[config.mk]
export PLATFORM = sky130hd
export DESIGN_NAME = epl_ffbank_rd_ser
export DESIGN_NICKNAME = d
export VERILOG_FILES = /design/src/rtl/epl_ffbank_rd_ser.sv
export SDC_FILE = /design/constraint.sdc
export NUM_CORES = 1
export LEC_CHECK = 0
export CAP_MARGIN = 5
export CORE_MARGIN = 5
export CORE_UTILIZATION = 45
export CTS_CLUSTER_DIAMETER = 150
export DETAILED_ROUTE_END_ITERATION = 8
export GPL_TIMING_DRIVEN = 0
export PLACE_DENSITY = 0.7
export SYNTH_ARGS = -nofsm -noshare
export SYNTH_HDL_FRONTEND = slang
export SYNTH_SLANG_ARGS = --single-unit
export TNS_END_PERCENT = 50
[constraint.sdc]
create_clock -name pClk_i -period 1.8 [get_ports pClk_i]
set_input_delay 0.45 -clock pClk_i [delete_from_list [all_inputs] [get_ports pClk_i]]
set_output_delay 0.45 -clock pClk_i [all_outputs]
set_load 0.01 [all_outputs]
[src/rtl/epl_ffbank_rd_ser.sv]
// epl_ffbank_rd_ser: snapshots a flop-bit bank on request and streams it out one bit per valid/ready beat; EPL_RDSER_PARITY_EN appends an even-parity beat
module epl_ffbank_rd_ser #(
  parameter int BANK_W = 8,
  parameter int MSB_FIRST = 0,
  parameter int CNT_W = $clog2(BANK_W + 1)
) (
  input  logic              pClk_i,
  input  logic              pRst_i,
  input  logic              pRdReq_i,
  input  logic [BANK_W-1:0] pBank_i,
  input  logic              pSrdy_i,
  output logic              pSvld_o,
  output logic              pSdo_o,
  output logic              pBusy_o,
  output logic              pDone_o,
  output logic              pDrop_o
);
  typedef enum logic [1:0] {IDLE, SEND, DONE} state_t;
`ifdef EPL_RDSER_PARITY_EN
  localparam logic [CNT_W-1:0] LAST = CNT_W'(BANK_W);
`else
  localparam logic [CNT_W-1:0] LAST = CNT_W'(BANK_W - 1);
`endif
  state_t state, stateNxt;
  logic [BANK_W-1:0] shadow, shadowNxt;
  logic [CNT_W-1:0] cnt, cntNxt;
  logic svldNxt, sdoNxt, busyNxt, doneNxt, dropNxt, xfer;
  function automatic logic beatBit(input logic [BANK_W-1:0] v, input logic [CNT_W-1:0] c);
    logic [BANK_W-1:0] s;
    s = (MSB_FIRST != 0) ? v >> (CNT_W'(BANK_W - 1) - c) : v >> c;
`ifdef EPL_RDSER_PARITY_EN
    if (c == LAST) return ^v;
`endif
    return s[0];
  endfunction
  assign xfer = pSvld_o & pSrdy_i;
  // Next-state decode; outputs are computed one cycle ahead so they leave the block registered
  always_comb begin
    stateNxt = state;
    shadowNxt = shadow;
    cntNxt = cnt;
    dropNxt = pDrop_o;
    svldNxt = 1'b0;
    sdoNxt = 1'b0;
    busyNxt = 1'b0;
    doneNxt = 1'b0;
    case (state)
      IDLE: if (pRdReq_i) begin
        stateNxt = SEND;
        shadowNxt = pBank_i;
        cntNxt = '0;
        dropNxt = 1'b0;
        svldNxt = 1'b1;
        sdoNxt = beatBit(pBank_i, '0);
        busyNxt = 1'b1;
      end
      SEND: begin
        dropNxt = pDrop_o | pRdReq_i;
        busyNxt = 1'b1;
        if (!xfer) begin
          svldNxt = 1'b1;
          sdoNxt = pSdo_o;
        end else if (cnt == LAST) begin
          stateNxt = DONE;
          doneNxt = 1'b1;
        end else begin
          cntNxt = cnt + CNT_W'(1);
          svldNxt = 1'b1;
          sdoNxt = beatBit(shadow, cnt + CNT_W'(1));
        end
      end
      DONE: begin
        dropNxt = pDrop_o | pRdReq_i;
        stateNxt = IDLE;
      end
      default: stateNxt = IDLE;
    endcase
  end
  // State, snapshot and output registers; reset aborts any stream immediately
  always_ff @(posedge pClk_i or posedge pRst_i) begin
    if (pRst_i) begin
      state <= IDLE;
      shadow <= '0;
      cnt <= '0;
      pSvld_o <= 1'b0;
      pSdo_o <= 1'b0;
      pBusy_o <= 1'b0;
      pDone_o <= 1'b0;
      pDrop_o <= 1'b0;
    end else begin
      state <= stateNxt;
      shadow <= shadowNxt;
      cnt <= cntNxt;
      pSvld_o <= svldNxt;
      pSdo_o <= sdoNxt;
      pBusy_o <= busyNxt;
      pDone_o <= doneNxt;
      pDrop_o <= dropNxt;
    end
  end
endmodule

* Word level (Yosys, flattened, before mapping) *
Cells that the tools add are included.

operators by class
  mux-type cells = 22
  $add $sub $neg = 1
  eq/ne operators = 7
  shifts and indexed selects = 1
  reductions and logical operators = 8
  bitwise operators = 2

operator list
  cell                                                  number
  two-way mux 4 bit                                     3
  two-way mux 1 bit                                     10
  != test 2 bit (second input constant)                 4
  case mux 1 bit (2 select lines)                       4
  case mux 4 bit (2 select lines)                       1
  >> shifter 8 x 4 -> 1 bit                             1
  two-way mux 2 bit                                     3
  adder 4 x 1 -> 4 bit (second input constant)          1
  equality test 4 x 3 -> 1 bit (second input constant)  1
  case mux 2 bit (2 select lines)                       1
  AND reduction 2 bit                                   2
  AND reduction 4 bit                                   1
  nonzero test 2 bit                                    2
  AND reduction 3 bit                                   1
  equality test 2 x 1 -> 1 bit (second input constant)  1
  equality test 2 bit (second input constant)           1
  zero test 2 bit                                       1
  OR reduction 2 bit                                    1
  bitwise AND 1 bit                                     1
  OR 1 bit                                              1

storage, ports and cells
  input bits = 12
  logic and storage cells = 49
  flip-flop bits (word level) = 19
  output and inout bits = 5

* Longest topological paths before layout *
Gate-level depths: netlist (run 1).

  depth in word-level cells = 5
  gate-level depth with buffers = 6
  gate-level depth less buffers = 6

* Least setup slack after synthesis (run 1) *
OpenSTA, ideal clock, no wires.

  kind = reg2reg
  start point = register cnt[0]
  end point = register pSdo_o
  required time = 1.675 ns
  data arrival time = 1.620 ns
  path buffers = 0
  library setup time = 0.125 ns
  path slack = 0.055 ns
  cell stages (with the launch flop) = 6
  period minus slack after synthesis = 1.745 ns
  cell sequence = dfrtp_1 ha_1 xor2_1 mux4_1 mux2i_1 o21ai_1

on the way
  cells in the longest elaborated chain, start to end = 5
  elaborated cells on any way between the ends = 6
  those cells by class = 1 x add/sub; 1 x eq/ne; 1 x shift; 3 x mux

ends and longest elaborated chain
  element                              RTL line  text
  start: declaration                   26        logic [CNT_W-1:0] cnt, cntNxt;
  start signal: assignment             93        cnt <= cntNxt;
  adder 4 x 1 -> 4 bit                 69        sdoNxt = beatBit(shadow, cnt + CNT_W'(1));
  >> shifter 8 x 4 -> 1 bit            30        s = (MSB_FIRST != 0) ? v >> (CNT_W'(BANK_W - 1) - c) : v >> c;
  two-way mux 1 bit (*)                63        end else if (cnt == LAST) begin
  two-way mux 1 bit (*)                60        if (!xfer) begin
  case mux 1 bit (2 select lines) (*)  47        case (state)
  end signal: assignment               95        pSdo_o <= sdoNxt;
  end: declaration                     13        output logic pSdo_o,

Every way passes the cells marked *; elsewhere a longest branch is shown, timed or not. The select of a mux whose other input is x is not followed.
A chain may end at the register's enable or synchronous reset.

* Worst setup path after layout (run 1) *
  start point = register cnt[1]
  end point = register pSdo_o

Same word-level chain as after synthesis.

==> results of run 1 <==
-- worst max-delay path: stages, from the launching register on --
cell     delay [ns]
dfrtp_1        0.44
ha_4           0.20
xor2_2         0.18
mux4_1         0.57
mux2i_1        0.15
o21ai_1        0.07
-- cells by family after synthesis --
family                     share of synthesized area
DFF                                            0.518
muxes                                          0.165
xor gates and xnor gates                     0.00955
buffers and inverters                         0.0327
adders and majority gates                     0.0409
and+or+nand+nor                               0.0996
AOI/OAI and AO/OA                              0.134
-- layout by cell type, fill, tap and decap left out, types with 2 or more instances in the layout --
cell / count
o21ai_0: 2
mux4_1: 2
ha_1: 2
nor2_1: 4
clkdlybuf4s50_1: 16
a21oi_1: 5
nand2_1: 8
clkbuf_4: 3
dfrtp_1: 19
o21a_1: 2
mux2i_1: 2
mux2_2: 7
inv_1: 6
o31ai_1: 2
nand3_1: 5
-- per-stage QoR --
| stage | worst slack, ns | TNS, ns | utilization | cells | cell area (sq um) |
|---|---|---|---|---|---|
| after floorplan | 0.0551 | 0 | - | 80 | 917 |
| after global placement | -0.194 | -1.71 | 0.566 | 123 | 1110 |
| after detailed placement | -0.214 | -1.80 | 0.566 | 123 | 1110 |
| after CTS | 0.00773 | 0 | 0.588 | 128 | 1150 |
| after global routing | -0.0162 | -0.0568 | 0.599 | 128 | 1170 |
| final | 0.0912 | 0 | 0.599 | 128 | 1170 |
-- final cells by class --
class	instances	area, sq um
fill	187	787
sequential	19	475
multi-input combinational	53	439
timing repair buffer	17	168
tap	27	33.8
clock buffer	3	22.5
inverter	6	22.5
buffer	2	8.76
clock inverter	1	5.00
-- flip-flops by register name, indices dropped and copies added, names as in the netlist --
name	count
cnt	4
shadow	8
pDrop_o	1
pBusy_o	1
pSdo_o	1
pSvld_o	1
state	2
pDone_o	1
-- layer usage --
metal | vias up | wire, um | GRT usage | share of wire
met5 | - | 0 | 0 | 0
li1 | 327 | - | - | -
met2 | 13 | 894 | 0.226 | 0.51
met4 | 0 | 47 | 0.0972 | 0.027
met1 | 342 | 774 | 0.168 | 0.44
met3 | 4 | 32 | 0.0161 | 0.018
-- cells in the mapped netlist --
cell type	count	area, sq um
mux2_2	7	78.8
nor2b_1	1	6.26
o21ai_1	1	5.00
nor3b_1	1	7.51
a31oi_1	1	6.26
nand3b_1	1	7.51
a21bo_2	1	10.0
a211oi_2	1	12.5
nor2_1	4	15.0
a22o_1	1	8.76
nand2_1	8	30.0
ha_1	3	37.5
mux2i_1	2	20.0
o21ai_0	2	10.0
dfrtp_1	19	475
a211o_1	1	8.76
clkbuf_1	2	7.51
o31ai_1	2	15.0
a21oi_1	5	25.0
nand3_1	5	25.0
mux4_1	2	52.6
xor2_1	1	8.76
o21a_1	2	15.0
inv_1	6	22.5
o22ai_1	1	6.26
-- where the power goes --
| part | switching, mW | internal [mW] |
|---|---|---|
| sequential | 0.117 | 0.600 |
| combinational | 0.379 | 0.448 |
| clock | 0.128 | 0.0827 |
| total | 0.624 | 1.13 |
-- repair_timing --
| item | CTS | global route |
|---|---|---|
| resized for setup | 1 | 5 |
| buffers inserted | 1 | 0 |
| setup endpoints to repair | 1 | 11 |
-- worst paths after layout --
path | slack, ns | end | cells past startpoint
setup reg to reg | 0.09 | pSdo_o | 5
hold reg to reg | 0.50 | shadow[0] | 2
setup / recovery | 0.09 | pSdo_o | 5
min in group asynchronous | 0.54 | pDrop_o | 2
hold / removal | 0.50 | shadow[0] | 2
max in group asynchronous | 0.81 | pBusy_o | 2
==> results.py, run 1 <==
metrics = {
    "power_and_ir_drop": {
        "peakVddDrop_uv": 982,
        "power_density_mw_per_mm2": 1490,
        "fin_total_pwr_mw": 1.75,
        "p_leak_nw": 0.507,
    },
    "worst_setup_path": {
        "crit_path_max_fanout": 5,
        "end_kind": "register",
        "required_ns": 1.99,
        "critPathLaunchType": "register",
        "crit_start": "cnt[1]",
        "r2r_start": "cnt[1]",
        "worstPathArrival_ns": 1.90,
        "crit_type": "register to register",
    },
    "logic_synthesis": {
        "yosysUniqueCellTypes": 25,
        "synth_seq_cells": 19,
        "ys_warn_count": 0,
        "synth_fp_nets": 95,
        "ys_seq_area_frac": 0.518,
        "synth_cells": 80,
        "synth.avg_cell_area_sq_um": 11.5,
        "synth_area_sq_um": 917,
    },
    "layout": {
        "drive_above_1_share": 0.168,
        "layout.nets": 117,
        "antenna-diode-count": 0,
        "syn2layout_area_growth_pct": 28.1,
    },
    "sta": {
        "worst_pin_slew_ns": 0.690,
        "finalHoldViolCount": 0,
        "fin_crit_ns": 1.71,
        "setup_viol": 0,
        "fin_crit_sh": 0.949,
        "rsz0062_at_grt": "yes",
        "fin_worst_skew_ns": 0.00862,
        "fmax_ghz": 0.585,
        "finalHoldWorstSlack_ns": 0.499,
        "max_slew_margin": 0.540,
        "slew_viol_final": 0,
    },
    "floorplan": {
        "start_util": 0.467,
        "die_w_um": 55.1,
        "dieArea_sq_mm": 0.00304,
        "die_y_um": 55.1,
        "rows": 16,
        "num_io_pins": 17,
        "core_sq_mm": 0.00196,
    },
    "clocking": {
        "postCtsHoldBufs": 0,
        "cts-root-buf": "clkbuf_4",
        "cts_buffer_depth": 2,
        "path_clk_slew_ns": 0.11,
        "cts_max_level": 1,
        "cts_buffers": 3,
        "clk_latency_ns": 0.30,
        "clock-sinks": 19,
        "cts_tree": "built",
    },
    "grt": {
        "grt_max_degree": 20,
        "grt_pass1_vias": 650,
        "antenna_found_initial": 0,
        "grt_pass1_wl_um": 2860,
        "grt_use_total": 0.138,
        "grt_overflow": 0,
    },
    "detailed_routing": {
        "drt_wl_total_um": 1750,
        "first_iter_violations": 8,
        "drtPass1Iterations": 5,
        "drc": 0,
        "vias": 686,
        "wire_per_inst_um": 13.7,
        "ant_nets": 0,
        "vias_per_cell": 5.36,
    },
    "worst_hold_path": {
        "min_path_type": "register to register",
        "hp-start": "shadow[0]",
    },
    "place": {
        "place_congestion": 0.827,
        "placement.io_buffers": 16,
        "dp_hpwl_um": 1250,
    },
    "run": {
        "drv_cap": 0,
    },
    "outcome": {
        "status": "completed",
    },
}
Power figures use the tool's default switching activity.
==> inputs of run 2 (changes only) <==
Settings changed: CELL_PAD_IN_SITES_DETAIL_PLACEMENT set to 0, CELL_PAD_IN_SITES_GLOBAL_PLACEMENT set to 1, CORE_UTILIZATION 45 to 35, PLACE_DENSITY 0.7 to 0.69.
==> run 2 against run 1 <==
  * Wire length up 7.1%
  * Setup slack better by 0.039 ns
  * Via count down 1.2%
==> results.py, run 2 (synthesized netlist as in run 1, its figures left out) <==
metrics = {
    "sta": {
        "slew_viol_final": 0,
        "fin_crit_sh": 0.928,
        "fin_crit_ns": 1.67,
        "fin_worst_skew_ns": 0.00590,
        "rsz0062_at_grt": "no",
        "fmax_ghz": 0.599,
        "setup_viol": 0,
        "max_slew_margin": 0.514,
        "finalHoldWorstSlack_ns": 0.492,
        "worst_pin_slew_ns": 0.728,
        "finalHoldViolCount": 0,
        "tns_ns": 0,
    },
    "place": {
        "dp_cells": 126,
        "dp_hpwl_um": 1270,
        "placement.io_buffers": 16,
        "place_congestion": 0.754,
    },
    "detailed_routing": {
        "drc": 0,
        "vias_per_cell": 5.06,
        "drt_wl_total_um": 1870,
        "ant_nets": 0,
        "first_iter_violations": 25,
        "vias": 678,
        "drtPass1Iterations": 4,
        "wire_per_inst_um": 14.0,
    },
    "power_and_ir_drop": {
        "net-switching-power_uw": 657,
        "p_int_mw": 1.16,
        "power_density_mw_per_mm2": 1490,
        "p_leak_nw": 0.525,
        "pwr-share-comb": 0.482,
        "seqPwrFrac": 0.398,
        "peakVddDrop_uv": 858,
        "p_sw_frac": 0.362,
        "clockPowerShare": 0.120,
    },
    "worst_setup_path": {
        "r2r_start": "state[0]",
        "worstPathArrival_ns": 1.88,
        "crit_path_cell_trace": "inv_1 > ha_1 > nor2b_1 > a211oi_4 > nand3_2 > o31ai_1",
        "required_ns": 2.01,
        "crit_path_max_fanout": 5,
        "rr_worst_depth": 6,
        "max_stage_delay_ns": 0.39,
        "cpMaxStageDelayCell": "dfrtp_1",
        "crit_start": "state[0]",
        "crit_type": "register to register",
        "end_kind": "register",
        "critPathLaunchType": "register",
    },
    "clocking": {
        "path_clk_slew_ns": 0.12,
        "postCtsHoldBufs": 0,
        "cts-root-buf": "clkbuf_4",
        "clock-sinks": 19,
        "cts_buffer_depth": 2,
        "clk_latency_ns": 0.29,
        "cts_tree": "built",
        "cts_buffers": 3,
        "cts_max_level": 1,
    },
    "layout": {
        "largest_reg_flops": 8,
        "final_util": 0.487,
        "layoutNonFillerInstCount": 134,
        "antenna-diode-count": 0,
        "syn2layout_area_growth_pct": 32.9,
        "reg_top3": "shadow x8, cnt x4, state x2",
        "final_common_cell": "dfrtp_1",
        "drive_above_1_share": 0.212,
        "largest_register": "shadow",
        "layout.nets": 120,
        "final_cell_mix": "dfrtp_1 (18), clkdlybuf4s50_1 (16), nand2_1 (8)",
    },
    "grt": {
        "grt_pass1_wl_um": 3000,
        "grt_pass1_vias": 657,
        "grt_use_total": 0.108,
        "antenna_found_initial": 0,
        "grt_max_degree": 20,
        "grt_overflow": 0,
    },
    "floorplan": {
        "start_util": 0.367,
        "num_io_pins": 17,
        "core_sq_mm": 0.00250,
        "die_w_um": 61.2,
        "die_y_um": 61.2,
        "dieArea_sq_mm": 0.00374,
        "rows": 18,
    },
    "worst_hold_path": {
        "min_path_type": "register to register",
        "hp-start": "shadow[0]",
        "whs_path_depth": 2,
    },
    "outcome": {
        "status": "completed",
    },
    "run": {
        "drv_cap": 0,
    },
}
==> run 2: cell types whose count changed in the layout (fill, tap and decap cells not counted) <==
cell | previous run | this run
nand3_2 | 0 | 1
buf_4 | 1 | 4
dfrtp_2 | 0 | 1
xor2_2 | 1 | 0
nand3_1 | 5 | 4
xor2_4 | 0 | 1
dfrtp_1 | 19 | 18
==> run 2: final timing paths <==
| path | end | slack, ns |
|---|---|---|
| worst min-delay path | shadow[0] | 0.49 |
| worst max register to register | cnt[3] | 0.13 |
| worst min register to register | shadow[0] | 0.49 |
| max in group asynchronous | cnt[0] | 0.74 |
| worst max-delay path | cnt[3] | 0.13 |
| min in group asynchronous | cnt[3] | 0.56 |
==> run 2: power by group through the flow <==
| stage | logic (mW) | clock network, mW | registers (mW) |
|---|---|---|---|
| after floorplan | 0.530 | 0 | 0.715 |
| after global placement | 0.750 | 0 | 0.718 |
| after detailed placement | 0.753 | 0 | 0.728 |
| after CTS | 0.806 | 0.227 | 0.714 |
| after global routing | 0.970 | 0.246 | 0.747 |
| final | 0.875 | 0.218 | 0.724 |
==> run 2: cell type report <==
cell class                 instances  area, sq um
fill                             238         1280
clock inverter                     1         5.00
timing repair buffer              20          190
tap                               30         37.5
multi-input combinational         53          455
inverter                           6         22.5
clock buffer                       3         22.5
buffer                             2         8.76
sequential                        19          477
==> run 2: metrics by stage <==
stage               power [mW]  setup slack [ns]  instance area (sq um)
floorplan                 1.24            0.0551                    917
global route              1.96          0.000395                   1220
detailed placement        1.48            -0.219                   1110
global placement          1.47            -0.221                   1110
CTS                       1.75            0.0276                   1170
finish                    1.82             0.130                   1220
==> run 2: routing by layer <==
| metal | track usage | wire, um | part of all wire | vias to the layer above |
|---|---|---|---|---|
| met3 | 0.0210 | 79 | 0.042 | 2 |
| met4 | 0.0372 | 15 | 0.0080 | 0 |
| li1 | - | - | - | 336 |
| met1 | 0.148 | 866 | 0.46 | 321 |
| met2 | 0.169 | 911 | 0.49 | 19 |
| met5 | 0 | 0 | 0 | - |
==> run 2: critical path, delay by kind of cell, from the launching register on <==
family	cells	cell delay, ns
compound gates	2	0.56
fa+ha+maj	1	0.24
buf+inv	1	0.05
flops	1	0.39
simple gates	2	0.36
==> run 2: repair_timing <==
item                                    in CTS  in global routing
endpoints found under the setup margin       1                  4
resized for setup                            3                  6
buffers inserted                             2                  2
pin swaps                                    0                  1
